===== src/rtl/tinytea_pkg.sv =====
// Shared definitions for the 16-bit-half TEA encrypt/decrypt engines:
// config register map, round constants and the round function.
package tinytea_pkg;

   localparam logic [31:0] ADDR_KEY10  = 32'h0000_0000;
   localparam logic [31:0] ADDR_KEY32  = 32'h0000_0004;
   localparam logic [31:0] ADDR_DELTA  = 32'h0000_0008;
   localparam logic [31:0] ADDR_STATUS = 32'h0000_000C;

   localparam logic [4:0] ROUNDS = 5'd16;
   localparam int         SHL    = 4;
   localparam int         SHR    = 5;

   typedef enum logic [2:0] {
      REG_NONE,
      REG_KEY10,
      REG_KEY32,
      REG_DELTA,
      REG_STATUS
   } reg_sel_e;

   // Full 32-bit address match; anything else is unmapped.
   function automatic reg_sel_e addr_decode(input logic [31:0] addr);
      reg_sel_e sel;
      case (addr)
         ADDR_KEY10:  sel = REG_KEY10;
         ADDR_KEY32:  sel = REG_KEY32;
         ADDR_DELTA:  sel = REG_DELTA;
         ADDR_STATUS: sel = REG_STATUS;
         default:     sel = REG_NONE;
      endcase
      return sel;
   endfunction

   function automatic logic [15:0] tea_f(input logic [15:0] v,
                                         input logic [15:0] ka,
                                         input logic [15:0] kb,
                                         input logic [15:0] s);
      logic [15:0] a;
      logic [15:0] b;
      logic [15:0] c;
      a = (v << SHL) + ka;
      b = v + s;
      c = (v >> SHR) + kb;
      return a ^ b ^ c;
   endfunction

endpackage


===== src/rtl/tinytea_regs.sv =====
// APB-style config slave: key/delta registers, status readback, and the
// wait-state logic that keeps key/delta frozen while a block is in flight.
module tinytea_regs
   import tinytea_pkg::*;
#(
   parameter logic [63:0] KEY   = 64'h816fc52b09e74da3,
   parameter logic [15:0] DELTA = 16'h9E37
) (
   input  logic        clk,
   input  logic        rst,
   input  logic        psel,
   input  logic        penable,
   input  logic        pwrite,
   input  logic [31:0] paddr,
   input  logic [31:0] pwdata,
   input  logic        busy,
   input  logic [15:0] blkcnt,
   output logic [31:0] prdata,
   output logic        pready,
   output logic        pslverr,
   output logic [63:0] key,
   output logic [15:0] delta,
   output logic        cfg_commit
);

   reg_sel_e    sel;
   logic        is_cfg;
   logic        setup;
   logic        access;
   logic        cfg_write;
   logic        err;
   logic [31:0] rd_mux;

   always_comb begin
      sel       = addr_decode(paddr);
      is_cfg    = (sel == REG_KEY10) || (sel == REG_KEY32) || (sel == REG_DELTA);
      setup     = psel & ~penable;
      access    = psel & penable;
      cfg_write = access & pwrite & is_cfg;
      pready    = ~(cfg_write & busy);
      cfg_commit = cfg_write & ~busy;
      err       = (sel == REG_NONE) || (pwrite && (sel == REG_STATUS));
      rd_mux    = 32'h0;
      case (sel)
         REG_KEY10:  rd_mux = key[31:0];
         REG_KEY32:  rd_mux = key[63:32];
         REG_DELTA:  rd_mux = {16'h0, delta};
         REG_STATUS: rd_mux = {blkcnt, 15'h0, busy};
         default:    rd_mux = 32'h0;
      endcase
   end

   // Read data and error are captured in the setup cycle so they are stable
   // throughout the access phase.
   always_ff @(posedge clk or posedge rst) begin
      if (rst) begin
         key     <= KEY;
         delta   <= DELTA;
         prdata  <= 32'h0;
         pslverr <= 1'b0;
      end else begin
         if (cfg_commit) begin
            case (sel)
               REG_KEY10: key[31:0]  <= pwdata;
               REG_KEY32: key[63:32] <= pwdata;
               REG_DELTA: delta      <= pwdata[15:0];
               default:   ;
            endcase
         end
         if (setup) begin
            pslverr <= err;
            prdata  <= pwrite ? 32'h0 : rd_mux;
         end else if (access && pready) begin
            pslverr <= 1'b0;
         end
      end
   end

endmodule


===== src/rtl/tinyenc.sv =====
// TEA encrypt engine on 16-bit halves: one 32-bit block per request,
// one round per clock, with an APB-style port for key and delta.
module tinyenc
   import tinytea_pkg::*;
#(
   parameter logic [63:0] KEY   = 64'h816fc52b09e74da3,
   parameter logic [15:0] DELTA = 16'h9E37
) (
   input  logic        clk,
   input  logic        rst,
   input  logic        req,
   input  logic [31:0] wdata,
   output logic        ack,
   output logic [31:0] rdata,
   input  logic        psel,
   input  logic        penable,
   input  logic        pwrite,
   input  logic [31:0] paddr,
   input  logic [31:0] pwdata,
   output logic [31:0] prdata,
   output logic        pready,
   output logic        pslverr
);

   logic [4:0]  rnd_cnt;
   logic [15:0] x_reg;
   logic [15:0] y_reg;
   logic [15:0] sum_reg;
   logic [15:0] blkcnt;
   logic [63:0] key;
   logic [15:0] delta;
   logic        cfg_commit;

   logic [15:0] s_next;
   logic [15:0] x_next;
   logic [15:0] y_next;

   assign ack = (rnd_cnt == 5'd0);

   tinytea_regs #(
      .KEY   (KEY),
      .DELTA (DELTA)
   ) u_regs (
      .clk        (clk),
      .rst        (rst),
      .psel       (psel),
      .penable    (penable),
      .pwrite     (pwrite),
      .paddr      (paddr),
      .pwdata     (pwdata),
      .busy       (~ack),
      .blkcnt     (blkcnt),
      .prdata     (prdata),
      .pready     (pready),
      .pslverr    (pslverr),
      .key        (key),
      .delta      (delta),
      .cfg_commit (cfg_commit)
   );

   // y's half-round uses the freshly updated x within the same clock.
   always_comb begin
      s_next = sum_reg + delta;
      x_next = x_reg + tea_f(y_reg, key[15:0], key[31:16], s_next);
      y_next = y_reg + tea_f(x_next, key[47:32], key[63:48], s_next);
   end

   // A key/delta write completing on the same edge takes priority, so the
   // block always starts with the key that will be used for all its rounds.
   always_ff @(posedge clk or posedge rst) begin
      if (rst) begin
         rnd_cnt <= 5'd0;
         x_reg   <= 16'h0;
         y_reg   <= 16'h0;
         sum_reg <= 16'h0;
         rdata   <= 32'h0;
         blkcnt  <= 16'h0;
      end else if (rnd_cnt == 5'd0) begin
         if (req && !cfg_commit) begin
            rnd_cnt <= ROUNDS;
            x_reg   <= wdata[15:0];
            y_reg   <= wdata[31:16];
            sum_reg <= 16'h0;
         end
      end else begin
         x_reg   <= x_next;
         y_reg   <= y_next;
         sum_reg <= s_next;
         rnd_cnt <= rnd_cnt - 5'd1;
         if (rnd_cnt == 5'd1) begin
            rdata  <= {y_next, x_next};
            blkcnt <= blkcnt + 16'd1;
         end
      end
   end

endmodule


===== config.mk =====
export PLATFORM = sky130hd
export DESIGN_NAME = tinyenc
export DESIGN_NICKNAME = d
export VERILOG_FILES = /design/src/rtl/tinytea_pkg.sv /design/src/rtl/tinytea_regs.sv /design/src/rtl/tinyenc.sv
export SDC_FILE = /design/constraint.sdc
export NUM_CORES = 1
export LEC_CHECK = 0
export CORE_MARGIN = 3
export CORE_UTILIZATION = 50
export CTS_CLUSTER_DIAMETER = 40
export DETAILED_ROUTE_END_ITERATION = 8
export PLACE_DENSITY = 0.82
export SLEW_MARGIN = 0
export SYNTH_ARGS = -nofsm -noshare
export SYNTH_HDL_FRONTEND = slang
export SYNTH_HIERARCHICAL = 1
export SYNTH_SLANG_ARGS = --single-unit
export TNS_END_PERCENT = 100

===== constraint.sdc =====
create_clock -name clk -period 24.3 [get_ports clk]
set_input_delay 4.86 -clock clk [delete_from_list [all_inputs] [get_ports clk]]
set_output_delay 4.86 -clock clk [all_outputs]
set_load 0.02 [all_outputs]

==> results by group <==
Status
  – Status: complete, no violations

GRT
  – Total track usage: 25.91%
  – First-pass GRT wire length: 68520 um
  – Vias in the first global route: 12.72k
  – GRT overflow: 0
  – Largest net degree at the start of global routing: 79
  – Initial antenna violation count: 1

Clock network
  – Post_cts resized: 0
  – Setup bufs post-CTS: 0
  – Clock Pin Slew Worst Setup and Hold Paths: 0.06 ns
  – CTS tree: done
  – H-tree levels: 1
  – CTS Sinks: 214
  – Max Root-Sink Buffers: 3
  – Clock Latency Late Sink: 0.56 ns
  – CTS buffer count: 30
  – Root Buffer: clkbuf_16
  – # hold bufs at CTS: 0

Critical path
  – Critical Path Sink Type: output port
  – CP Max Fanout: 8
  – Setup crit end: pready
  – Worst endpoint required time: 19.44 ns
  – R2r setup slk: 14.83 ns
  – Critical Path AT: 6.87 ns
  – Reg2reg start: u_regs/delta[0]$_DFFE_PP1P_
  – CP Class: input port to output port
  – Startpoint types: input port
  – Source of the critical timing path: paddr[10]
  – Reg2reg path depth: 40
  – FF-to-FF End: y_reg[15]$_DFFE_PP0P_

Job
  – Maxcap violations: 0

Timing
  – Fin crit period: 11.73 ns
  – Worst-margin pin slew: 1.238 ns
  – Fmax: 85.22 MHz
  – Max Clock Skew: 0.01525 ns
  – Period utilization: 48.29%
  – Final Max Tran Viols: 0
  – Final setup vio count: 0
  – Max-slew headroom: 17.19%
  – Hold slack: 0.4800 ns
  – Post-Route Setup TNS: 0 ns
  – RSZ-0062 raised after global routing: false
  – Hold Vio Cnt, Final: 0

Logic synthesis
  – Share of the synthesized area in the top cell type: 28.60%
  – Synth area leaders: dfrtp_1 (29%), ha_1 (11%), xnor2_1 (8.8%), dfstp_2 (7.3%), mux2_2 (6.7%)
  – Number of flops mapped to enable cells by yosys: 0
  – Distinct cell type count after synthesis: 70
  – Mapped cell area: 15050 um2
  – #FFs+latches synth: 214
  – Most used DFF post-synth: dfrtp_1
  – Synthesized instance count: 1519
  – Synth area leader: dfrtp_1
  – Syn_nets: 1759
  – FFs w/ async S/R, synth: 100.0%
  – Avg Cell Area, Syn: 9.907 um2
  – Ys Warns: 6
  – Register area share after synthesis: 35.93%

Detailed routing
  – WL final: 42940 um
  – Wire per inst: 20.53 um
  – DRT Pass-1 Iters: 5
  – DRT iter0 DRCs: 1062
  – Vias/cell: 5.911
  – Antenna Violating Nets Remaining: 0
  – DRC errors left: 0
  – Via count: 12.37k

Floorplan
  – Die Y: 179.5 um
  – Effective utilization at floorplan: 51.60%
  – Core area: 29170 um2
  – Core Rows: 62
  – Total I/O pin count: 169
  – Die Area: 32220 um2
  – Die W: 179.5 um

Final layout
  – Leading registers by flop count: u_regs/key x64, rdata x32, u_regs/prdata x32
  – Final net count: 1924
  – ANT cells: 0
  – Most flops, register: u_regs/key
  – Layout cell share with drive strength beyond 1: 14.58%
  – Synth-to-layout area growth: 20.67%
  – Max reg flops: 64

Place
  – Port buffer count: 168
  – Hpwl dp: 32880 um
  – RD Place Congestion: 0.9510

Min path
  – Hold path depth: 1
  – Worst hold-check path type: flop to flop
[per-layer routing]
layer	wire (um)	up-vias	global-route usage [%]	share of wire, %
met4	1158	2	6.621	2.7
met2	19390	506	41.69	45
li1	-	5713	-	-
met5	11	-	0	0.026
met3	3145	68	3.719	7.3
met1	19240	6076	37.02	45
[critical path, stage by stage]
cell and delay [ns]:
clkdlybuf4s50_1 0.45, nor4_4 0.34, nand4_4 0.25, or3_1 0.43, clkdlybuf4s50_1 0.55
[layout by cell type (no fill, tap or decap), types with 22 or more instances in the layout]
| master | n |
|---|---|
| xnor2_1 | 152 |
| a21o_1 | 52 |
| inv_1 | 46 |
| nand2_1 | 204 |
| o21ai_0 | 74 |
| a31oi_1 | 22 |
| and3_1 | 22 |
| clkbuf_16 | 31 |
| dfrtp_1 | 172 |
| dfstp_2 | 42 |
| ha_1 | 129 |
| mux2_2 | 90 |
| a22o_1 | 48 |
| xor2_1 | 34 |
| clkdlybuf4s50_1 | 167 |
| nand3_1 | 30 |
| a21oi_1 | 93 |
| nor2_1 | 60 |
[cell usage after synthesis (all sizes together), types with 2 or more instances]
cell type	instances
a2111oi	2
a211o	3
a211oi	3
a21boi	7
a21o	53
a21oi	94
a22o	48
a31o	3
a31oi	23
and2	2
and3	22
buf	18
clkbuf	35
dfrtp	172
dfstp	42
fa	9
ha	129
inv	49
mux2	102
mux2i	12
nand2	204
nand2b	15
nand3	30
nand4	8
nor2	60
nor2b	16
nor3	15
nor3b	6
nor4	12
nor4b	3
o211ai	3
o21a	11
o21ai	77
o21bai	12
o31a	2
o31ai	3
o41ai	2
or2	3
or3	4
xnor2	154
xnor3	3
xor2	34
[how the worst min path moves through the flow]
| stage | startpoint | endpoint | slack (ns) |
|---|---|---|---|
| 2_1_floorplan | blkcnt[15]$_DFFE_PP0P_ | blkcnt[15]$_DFFE_PP0P_ | 0.44 |
| 3_3_place_gp | blkcnt[15]$_DFFE_PP0P_ | blkcnt[15]$_DFFE_PP0P_ | 0.46 |
| 3_5_place_dp | rdata[9]$_DFFE_PP0P_ | rdata[9]$_DFFE_PP0P_ | 0.47 |
| 4_1_cts | rdata[9]$_DFFE_PP0P_ | rdata[9]$_DFFE_PP0P_ | 0.48 |
| 5_1_grt | rdata[20]$_DFFE_PP0P_ | rdata[20]$_DFFE_PP0P_ | 0.51 |
| 6_report | blkcnt[15]$_DFFE_PP0P_ | blkcnt[15]$_DFFE_PP0P_ | 0.48 |
[cells by family after synthesis]
| family | Yosys count | share of synthesized area (%) |
|---|---|---|
| flip-flops | 214 | 35.93 |
| adder cells (fa/ha/maj) | 138 | 11.92 |
| buffers and inverters | 102 | 2.943 |
| AO/OA/AOI/OAI | 354 | 15.43 |
| AND/OR/NAND/NOR | 405 | 13.45 |
| multiplexers | 115 | 8.829 |
| XOR/XNOR | 191 | 11.49 |
[metrics by stage]
step / util (%) / instances / cell area, um2 / setup slack, ns
6_report: 62.26 / 2092 / 18160 / 12.57
5_1_grt: 62.26 / 2092 / 18160 / 12.47
4_1_cts: 62.26 / 2092 / 18160 / 12.55
3_5_place_dp: 58.63 / 2036 / 17100 / 12.56
3_3_place_gp: 58.63 / 2036 / 17100 / 12.57
2_1_floorplan: - / 1519 / 15050 / 13.53
[cell type report]
cell class                 instances  area (um2)
inverter                          49       188.9
tap                              384       480.5
timing repair buffer             186        1812
multi-input combinational       1203        9213
sequential                       214        5408
clock buffer                      35       810.8
fill                            2371       11010
clock inverter                    21       247.7
Power is left out: the tool's default activity adds up to more than one toggle a clock period on the data nets, which glitch-free logic cannot reach.
